===== config.mk =====
export PLATFORM = sky130hd
export DESIGN_NAME = gen_matrix_sched
export DESIGN_NICKNAME = d
export VERILOG_FILES = /design/src/rtl/gen_matrix_sched.sv
export SDC_FILE = /design/constraint.sdc
export NUM_CORES = 1
export LEC_CHECK = 0
export ABC_CLOCK_PERIOD_IN_PS = 4000
export CAP_MARGIN = 10
export CORE_ASPECT_RATIO = 0.6
export CORE_MARGIN = 10
export CORE_UTILIZATION = 56
export CTS_BUF_LIST = sky130_fd_sc_hd__clkbuf_4
export DETAILED_ROUTE_END_ITERATION = 10
export HOLD_SLACK_MARGIN = 0.08
export PLACE_DENSITY = 0.95
export SETUP_SLACK_MARGIN = 0.15
export SYNTH_ARGS = -nofsm -noshare
export SYNTH_HDL_FRONTEND = slang
export SYNTH_SLANG_ARGS = --single-unit

===== constraint.sdc =====
create_clock -name clk -period 4 [get_ports clk]
set_clock_uncertainty 0.1 [all_clocks]
set_input_delay 0.8 -clock clk [delete_from_list [all_inputs] [get_ports clk]]
set_output_delay 0.8 -clock clk [all_outputs]
set_load 0.03 [all_outputs]

===== src/rtl/gen_matrix_sched.sv =====
// Sequencer for Kyber matrix A generation: walks (row, col) in row-major order,
// drives one XOF squeeze and one rejection-sampler pass per polynomial, then hands it off.
module gen_matrix_sched #(
  parameter int KYBER_K = 2,
  parameter int IDX_W   = 8
) (
  input  logic             clk,
  input  logic             reset_n,
  input  logic             clear,
  input  logic             start,
  input  logic             transposed,
  output logic             busy,
  output logic             done,
  output logic             xof_start,
  output logic [IDX_W-1:0] xof_idx_x,
  output logic [IDX_W-1:0] xof_idx_y,
  input  logic             xof_done,
  output logic             ru_clear,
  output logic             ru_enable,
  input  logic             ru_done,
  output logic             poly_valid,
  output logic [IDX_W-1:0] poly_row,
  output logic [IDX_W-1:0] poly_col,
  input  logic             poly_ready
);

  typedef enum logic [2:0] {
    S_IDLE, S_XOF_REQ, S_XOF_WAIT, S_RU_CLR, S_RU_RUN, S_OUT, S_ADV, S_FIN
  } state_t;

  localparam logic [IDX_W-1:0] LAST_IDX = IDX_W'(KYBER_K - 1);

  state_t           state_q, state_d;
  logic [IDX_W-1:0] row_q, row_d, col_q, col_d;
  logic             tr_q, tr_d;
  logic             first_q, first_d;

  logic             busy_d, done_d, xof_start_d, ru_clear_d, ru_enable_d, poly_valid_d;
  logic [IDX_W-1:0] idx_x_d, idx_y_d;

  always_ff @(posedge clk or negedge reset_n) begin
    if (!reset_n) begin
      state_q <= S_IDLE;
      row_q   <= '0;
      col_q   <= '0;
      tr_q    <= 1'b0;
      first_q <= 1'b0;
    end else begin
      state_q <= state_d;
      row_q   <= row_d;
      col_q   <= col_d;
      tr_q    <= tr_d;
      first_q <= first_d;
    end
  end

  always_comb begin
    state_d = state_q;
    row_d   = row_q;
    col_d   = col_q;
    tr_d    = tr_q;
    first_d = first_q;
    if (clear) begin
      state_d = S_IDLE;
      row_d   = '0;
      col_d   = '0;
      first_d = 1'b0;
    end else begin
      case (state_q)
        S_IDLE: begin
          if (start) begin
            state_d = S_XOF_REQ;
            tr_d    = transposed;
            row_d   = '0;
            col_d   = '0;
          end
        end
        S_XOF_REQ:  state_d = S_XOF_WAIT;
        S_XOF_WAIT: if (xof_done) state_d = S_RU_CLR;
        S_RU_CLR: begin
          state_d = S_RU_RUN;
          first_d = 1'b1;
        end
        // ru_done may still reflect the previous poly on the cycle right after the clear
        S_RU_RUN: begin
          first_d = 1'b0;
          if (!first_q && ru_done) state_d = S_OUT;
        end
        S_OUT: if (poly_valid && poly_ready) state_d = S_ADV;
        S_ADV: begin
          if (col_q == LAST_IDX) begin
            col_d = '0;
            if (row_q == LAST_IDX) begin
              row_d   = '0;
              state_d = S_FIN;
            end else begin
              row_d   = row_q + IDX_W'(1);
              state_d = S_XOF_REQ;
            end
          end else begin
            col_d   = col_q + IDX_W'(1);
            state_d = S_XOF_REQ;
          end
        end
        S_FIN:   state_d = S_IDLE;
        default: state_d = S_IDLE;
      endcase
    end
  end

  // Outputs are decoded from the next state so every port comes straight from a flop
  always_comb begin
    busy_d       = (state_d != S_IDLE);
    done_d       = (state_d == S_FIN);
    xof_start_d  = (state_d == S_XOF_REQ);
    ru_clear_d   = (state_d == S_RU_CLR);
    ru_enable_d  = (state_d == S_RU_RUN);
    poly_valid_d = (state_d == S_OUT);
    idx_x_d      = tr_d ? row_d : col_d;
    idx_y_d      = tr_d ? col_d : row_d;
  end

  always_ff @(posedge clk or negedge reset_n) begin
    if (!reset_n) begin
      busy       <= 1'b0;
      done       <= 1'b0;
      xof_start  <= 1'b0;
      xof_idx_x  <= '0;
      xof_idx_y  <= '0;
      ru_clear   <= 1'b0;
      ru_enable  <= 1'b0;
      poly_valid <= 1'b0;
      poly_row   <= '0;
      poly_col   <= '0;
    end else begin
      busy       <= busy_d;
      done       <= done_d;
      xof_start  <= xof_start_d;
      xof_idx_x  <= idx_x_d;
      xof_idx_y  <= idx_y_d;
      ru_clear   <= ru_clear_d;
      ru_enable  <= ru_enable_d;
      poly_valid <= poly_valid_d;
      poly_row   <= row_d;
      poly_col   <= col_d;
    end
  end

endmodule


=== Word-level counts from Yosys, hierarchy flattened ===
Cells that the tools add are included.

* Output and inout bits: 38
* Bits of input ports: 8
* Word-level logic and storage cells: 59
* Register bits: 43

* Equal/unequal tests: 14
* Add/subtract/negate cells: 2
* Multiplexer cells: 24
* Reduce and logical (&&, ||, !) cells: 6

{| class="wikitable"
|+ Operators with widths
! cell !! count
|-
| $mux W8 || 9
|-
| $pmux W8 S2 || 2
|-
| $pmux W3 S8 || 1
|-
| $eq A3 B3 Y1 const B || 7
|-
| $mux W3 || 7
|-
| $add A8 B1 Y8 const B || 2
|-
| $eq A8 B1 Y1 const B || 2
|-
| $eq A3 B2 Y1 const B || 3
|-
| $eq A3 B1 Y1 const B || 2
|-
| $reduce_bool A3 Y1 || 2
|-
| $mux W1 || 4
|-
| $logic_not A3 Y1 || 1
|-
| $logic_and A1 B1 Y1 || 2
|-
| $pmux W1 S2 || 1
|-
| $logic_not A1 Y1 || 1
|}

=== Depth between registers and ports, before layout ===
* Depth in word-level cells: 6
* Depth in mapped cells: 9
* Mapped depth without buffers: 8

=== Worst setup path after synthesis ===
Ideal clock, no wire load.

* Path kind: register to register
* Start: register poly_col[0] (netlist name)
* End: register ru_enable
* Setup slack: 1.560 ns
* Stages on the path, launching flop included: 9
* Data arrival time: 2.198 ns
* Path buffers: 1
* Period minus slack after synthesis: 2.440 ns
* Cells stage by stage: dfrtp_1 > ha_1 > or3b_1 > clkbuf_1 > nor4_4 > a22oi_1 > or3_4 > clkinv_4 > nor3b_1

{| class="wikitable"
|+ RTL lines
! item !! RTL line !! source
|-
| end signal, assigned || 142 || <nowiki>ru_enable <= ru_enable_d;</nowiki>
|-
| end, declared || 19 || <nowiki>output logic ru_enable,</nowiki>
|}

=== Worst setup path in the final report ===
* Start: input clear
* End: register xof_idx_y[4]

* Longest elaborated chain between the ends: 2
* Elaborated cells between the ends (all ways): 4
* Those cells by class: mux: 4

{| class="wikitable"
|+ Ends and longest elaborated chain
! item !! RTL line !! source
|-
| start, declared || 9 || <nowiki>input logic clear,</nowiki>
|-
| $mux W1 || 63 || <nowiki>if (clear) begin</nowiki>
|-
| net tr_d || 35 || <nowiki>logic tr_q, tr_d;</nowiki>
|-
| $mux W8 || 120 || <nowiki>idx_y_d = tr_d ? col_d : row_d;</nowiki>
|-
| net idx_y_d[4] || 39 || <nowiki>logic [IDX_W-1:0] idx_x_d, idx_y_d;</nowiki>
|-
| end signal, assigned || 140 || <nowiki>xof_idx_y <= idx_y_d;</nowiki>
|-
| end, declared || 16 || <nowiki>output logic [IDX_W-1:0] xof_idx_y,</nowiki>
|}

The timed path passes the listed nets, and every way through them passes these cells.
A chain may end at the register's enable or synchronous reset.

==> out/qor_table.md <==
| Step | Quantity | Value |
|:---|:---|:---|
| synthesis | Cell Area, Synth | 2086 sq um |
| global routing | Pin count of the biggest net entering global routing | 44 |
| placed design | IO Port Bufs | 45 |
| clock network | Depth of the CTS H-tree | 2 |
| clock network | Clock Sink Count | 43 |
| clock network | TritonCTS clock tree | built |
| clock network | Quantity of gates resized following cts | 0 |
| synthesis | Yosys warning count | 0 |
| synthesis | Number of different library cells in the post-synthesis netlist | 50 |
| layout | Synthesis-to-layout area growth | 25.49% |
| critical path | Critical path data required time | 4140 ps |
| placed design | Gp weighted congestion | 0.9837 |
| global routing | Antenna violations before repair | 0 |
| clock network | Bufs on Longest Clock Path | 2 |
| critical path | Startpoint-to-endpoint class of the critical path | in -> reg |
| outcome | Result of the run | complete, no violations |
| critical path | Cell breakdown of the critical path | clkdlybuf4s50_1 -> clkinv_1 -> nand3_1 -> mux2i_1 -> inv_2 -> nand2_1 -> o22ai_1 |
| worst hold path | Hold crit path type | in -> async |
| critical path | Crit path from | clear |
| timing | Final hold vios | 0 |
| routing | Residual DRC | 0 |
| critical path | Maximum fanout encountered on the critical timing path | 10 |
| critical path | Total number of cells along the worst setup path | 7 |
| timing | Final setup violation count | 0 |
| routing | Number of vias per cell after detailed routing | 6.217 |
| layout | Final nets | 268 |
| power | Pwr per Cell Area | 317.8 nW/um^2 |
| critical path | Reg2reg path depth | 5 |
| critical path | Critical Path End | xof_idx_y[4]$_DFF_PN0_ |
| synthesis | Post-synth ARST share | 100.0% |
| synthesis | Average cell area after synthesis | 9.885 sq um |
| routing | Post-route ant nets | 0 |
| synthesis | Most used flip-flop cell after synthesis | dfrtp_1 |
| critical path | CP Launch Type | input port |
| flow run | Max-cap violation count | 0 |
| timing | Post-route clock period utilization | 72.44% |
| timing | Max-slew headroom | 39.29% |
| synthesis | Sequential cell area fraction in the yosys report | 51.59% |
| timing | Final worst hold slack | 457.3 ps |
| routing | Total number of vias | 1890 |
| routing | Iteration-0 DRC Markers | 258 |
| critical path | R2R Path Start | poly_col[4]$_DFF_PN0_ |
| clock network | Clock transition at the registers of the reported paths | 120 ps |
| layout | Total inserted antenna cells | 0 |
| timing | Final max-slew violation count | 0 |
| timing | Post-layout minimum cycle time | 2897 ps |
| layout | Commonest cells after routing, fill and taps aside | 44 x clkdlybuf4s50_1, 43 x dfrtp_1, 23 x nor2_1 |
| clock network | Clock latency at the later pin of the worst-skew pair | 360 ps |
| timing | Fmax achieved | 0.3451 GHz |
| power | Max VDD drop | 0.0002583 V |
| timing | Setup TNS | 0 ps |
| routing | Routed len/inst | 17.66 microns |
| synthesis | Number of enable-type register cells in the synthesized netlist | 0 |
| clock network | Root Buffer | clkbuf_4 |
| synthesis | Count of mapped cells out of synthesis | 211 |
| die | Core ar. | 3637 sq um |
| clock network | Number of buffers inserted by post-CTS setup repair | 0 |
| critical path | Slowest cell on the critical path | mux2i_1 |
| global routing | Total global routing track utilization | 16.91% |
| die | Floorplan die area | 6646 sq um |
| critical path | Endpoint arrival time on the critical path | 3030 ps |
| die | Die outline height | 67.28 microns |
| synthesis | Post-Syn Nets | 223 |
| critical path | Delay of the slowest critical-path stage | 650 ps |
| timing | Actual slew at the worst max-slew pin | 902.3 ps |
| global routing | Via count of the first global-routing pass | 1776 |
| layout | Ratio of cells with drive above 1 in the final layout | 5.837% |
| die | Count of pins on the block boundary | 46 |
| die | Cell Rows | 17 |
| clock network | Cts bufs inserted | 5 |
| clock network | Post-CTS Hold Fix Bufs | 0 |
| global routing | First-pass GRT wire length | 9.011 mm |
| routing | Routed Wire Length | 5.368 mm |
| synthesis | Number of synthesized register bits | 43 |
| power | Total leakage power | 1.122 nW |
| placed design | Hpwl dp | 3.951 mm |
| global routing | Sum of overflow across all layers after global routing | 0 |
| die | Die outline width | 98.79 microns |
| timing | Unrepaired setup endpoints after global routing | false |
| critical path | Combined buffer and inverter count along the critical path | 3 |
| routing | Pre-Repair DR Iteration Count | 5 |
| critical path | Register-to-Register Setup Slack | 1250 ps |
| critical path | Type of element capturing the critical path | flip-flop |
| critical path | Endpoint of the worst register-to-register path | xof_idx_x[7]$_DFF_PN0_ |
| die | Starting density of the core | 57.34% |
| layout | Most common cell after layout, fill and taps aside | clkdlybuf4s50_1 |
| critical path | Delay-heaviest family, CP | buffers and inverters |
## power by group
| part | leakage [nW] | internal (W) | switching (W) |
|---|---|---|---|
| Sequential | 0.593 | 0.000454 | 0.0000126 |
| Clock | 0.0263 | 0.0000644 | 0.000136 |
| Combinational | 0.503 | 0.0000581 | 0.000107 |
## per-stage QoR
| step | cells | cell area [sq um] | setup WS (ps) | power [W] | utilization, % |
|---|---|---|---|---|---|
| after floorplan | 211 | 2086 | 1560 | 0.0005768 | - |
| after global placement | 296 | 2565 | 829.6 | 0.0006325 | 70.52 |
| after detailed placement | 296 | 2565 | 754.6 | 0.0006389 | 70.52 |
| after CTS | 304 | 2618 | 1139 | 0.0008363 | 71.96 |
| after global routing | 304 | 2618 | 922.0 | 0.0008709 | 71.96 |
| final | 304 | 2618 | 1103 | 0.0008318 | 71.96 |
## synthesized netlist by cell type, drive strengths merged (4+ instances only)
| cell type | number | area share (%) |
|---|---|---|
| a21oi | 11 | 2.6 |
| clkbuf | 6 | 1.1 |
| dfrtp | 43 | 52 |
| ha | 4 | 2.4 |
| inv | 9 | 1.6 |
| nand2 | 15 | 2.7 |
| nand3 | 7 | 1.7 |
| nor2 | 23 | 4.1 |
| nor3 | 7 | 1.7 |
| nor4 | 9 | 3.4 |
| o21ai | 10 | 2.4 |
| o22ai | 8 | 2.4 |
| or4 | 4 | 1.4 |
## state kept, by name, summed over array words and instances (netlist names), 3 cells and up
register,flops
poly_col,8
poly_row,8
xof_idx_x,8
xof_idx_y,8
state_q,3
## kinds of logic (layout without fill, tap and decap cells)
family	after synthesis	in the layout	share of synthesized area (%)
compound gates	56	56	18.18
xor+xnor	3	3	1.260
fa+ha+maj	4	4	2.400
buf+inv	19	65	3.779
flops	43	43	51.59
mux	3	3	1.440
simple gates	83	83	21.36
## worst register-to-register path: cells and delay by family, from the launching register on
kind	cells	cell delay [ps]
DFF	1	490
AOI/OAI and AO/OA	2	710
and+or+nand+nor	3	1340
## layer usage
metal	routed length, microns	up-vias	global-route usage [%]
met1	2321	899	22.07
met5	0	-	0
met3	722	15	8.248
met4	94	0	5.338
met2	2230	99	24.19
li1	-	877	-
## final cells by class
| type | count | area (sq um) |
|---|---|---|
| sequential | 43 | 1076 |
| clock inverter | 3 | 15.01 |
| timing repair buffer | 46 | 452.9 |
| fill | 262 | 1020 |
| inverter | 11 | 46.29 |
| multi-input combinational | 149 | 930.9 |
| tap | 47 | 58.81 |
| clock buffer | 5 | 37.54 |
## how the worst min path moves through the flow
stage	end	slack [ps]	from	cells past startpoint
2_1_floorplan	busy$_DFF_PN0_	400	reset_n	0
3_3_place_gp	first_q$_DFFE_PN0P_	430	first_q$_DFFE_PN0P_	2
3_5_place_dp	first_q$_DFFE_PN0P_	460	first_q$_DFFE_PN0P_	2
4_1_cts	xof_idx_x[7]$_DFF_PN0_	480	reset_n	1
5_1_grt	ru_clear$_DFF_PN0_	520	reset_n	1
6_report	first_q$_DFFE_PN0P_	460	reset_n	1
(Power assumes the default switching activity.)
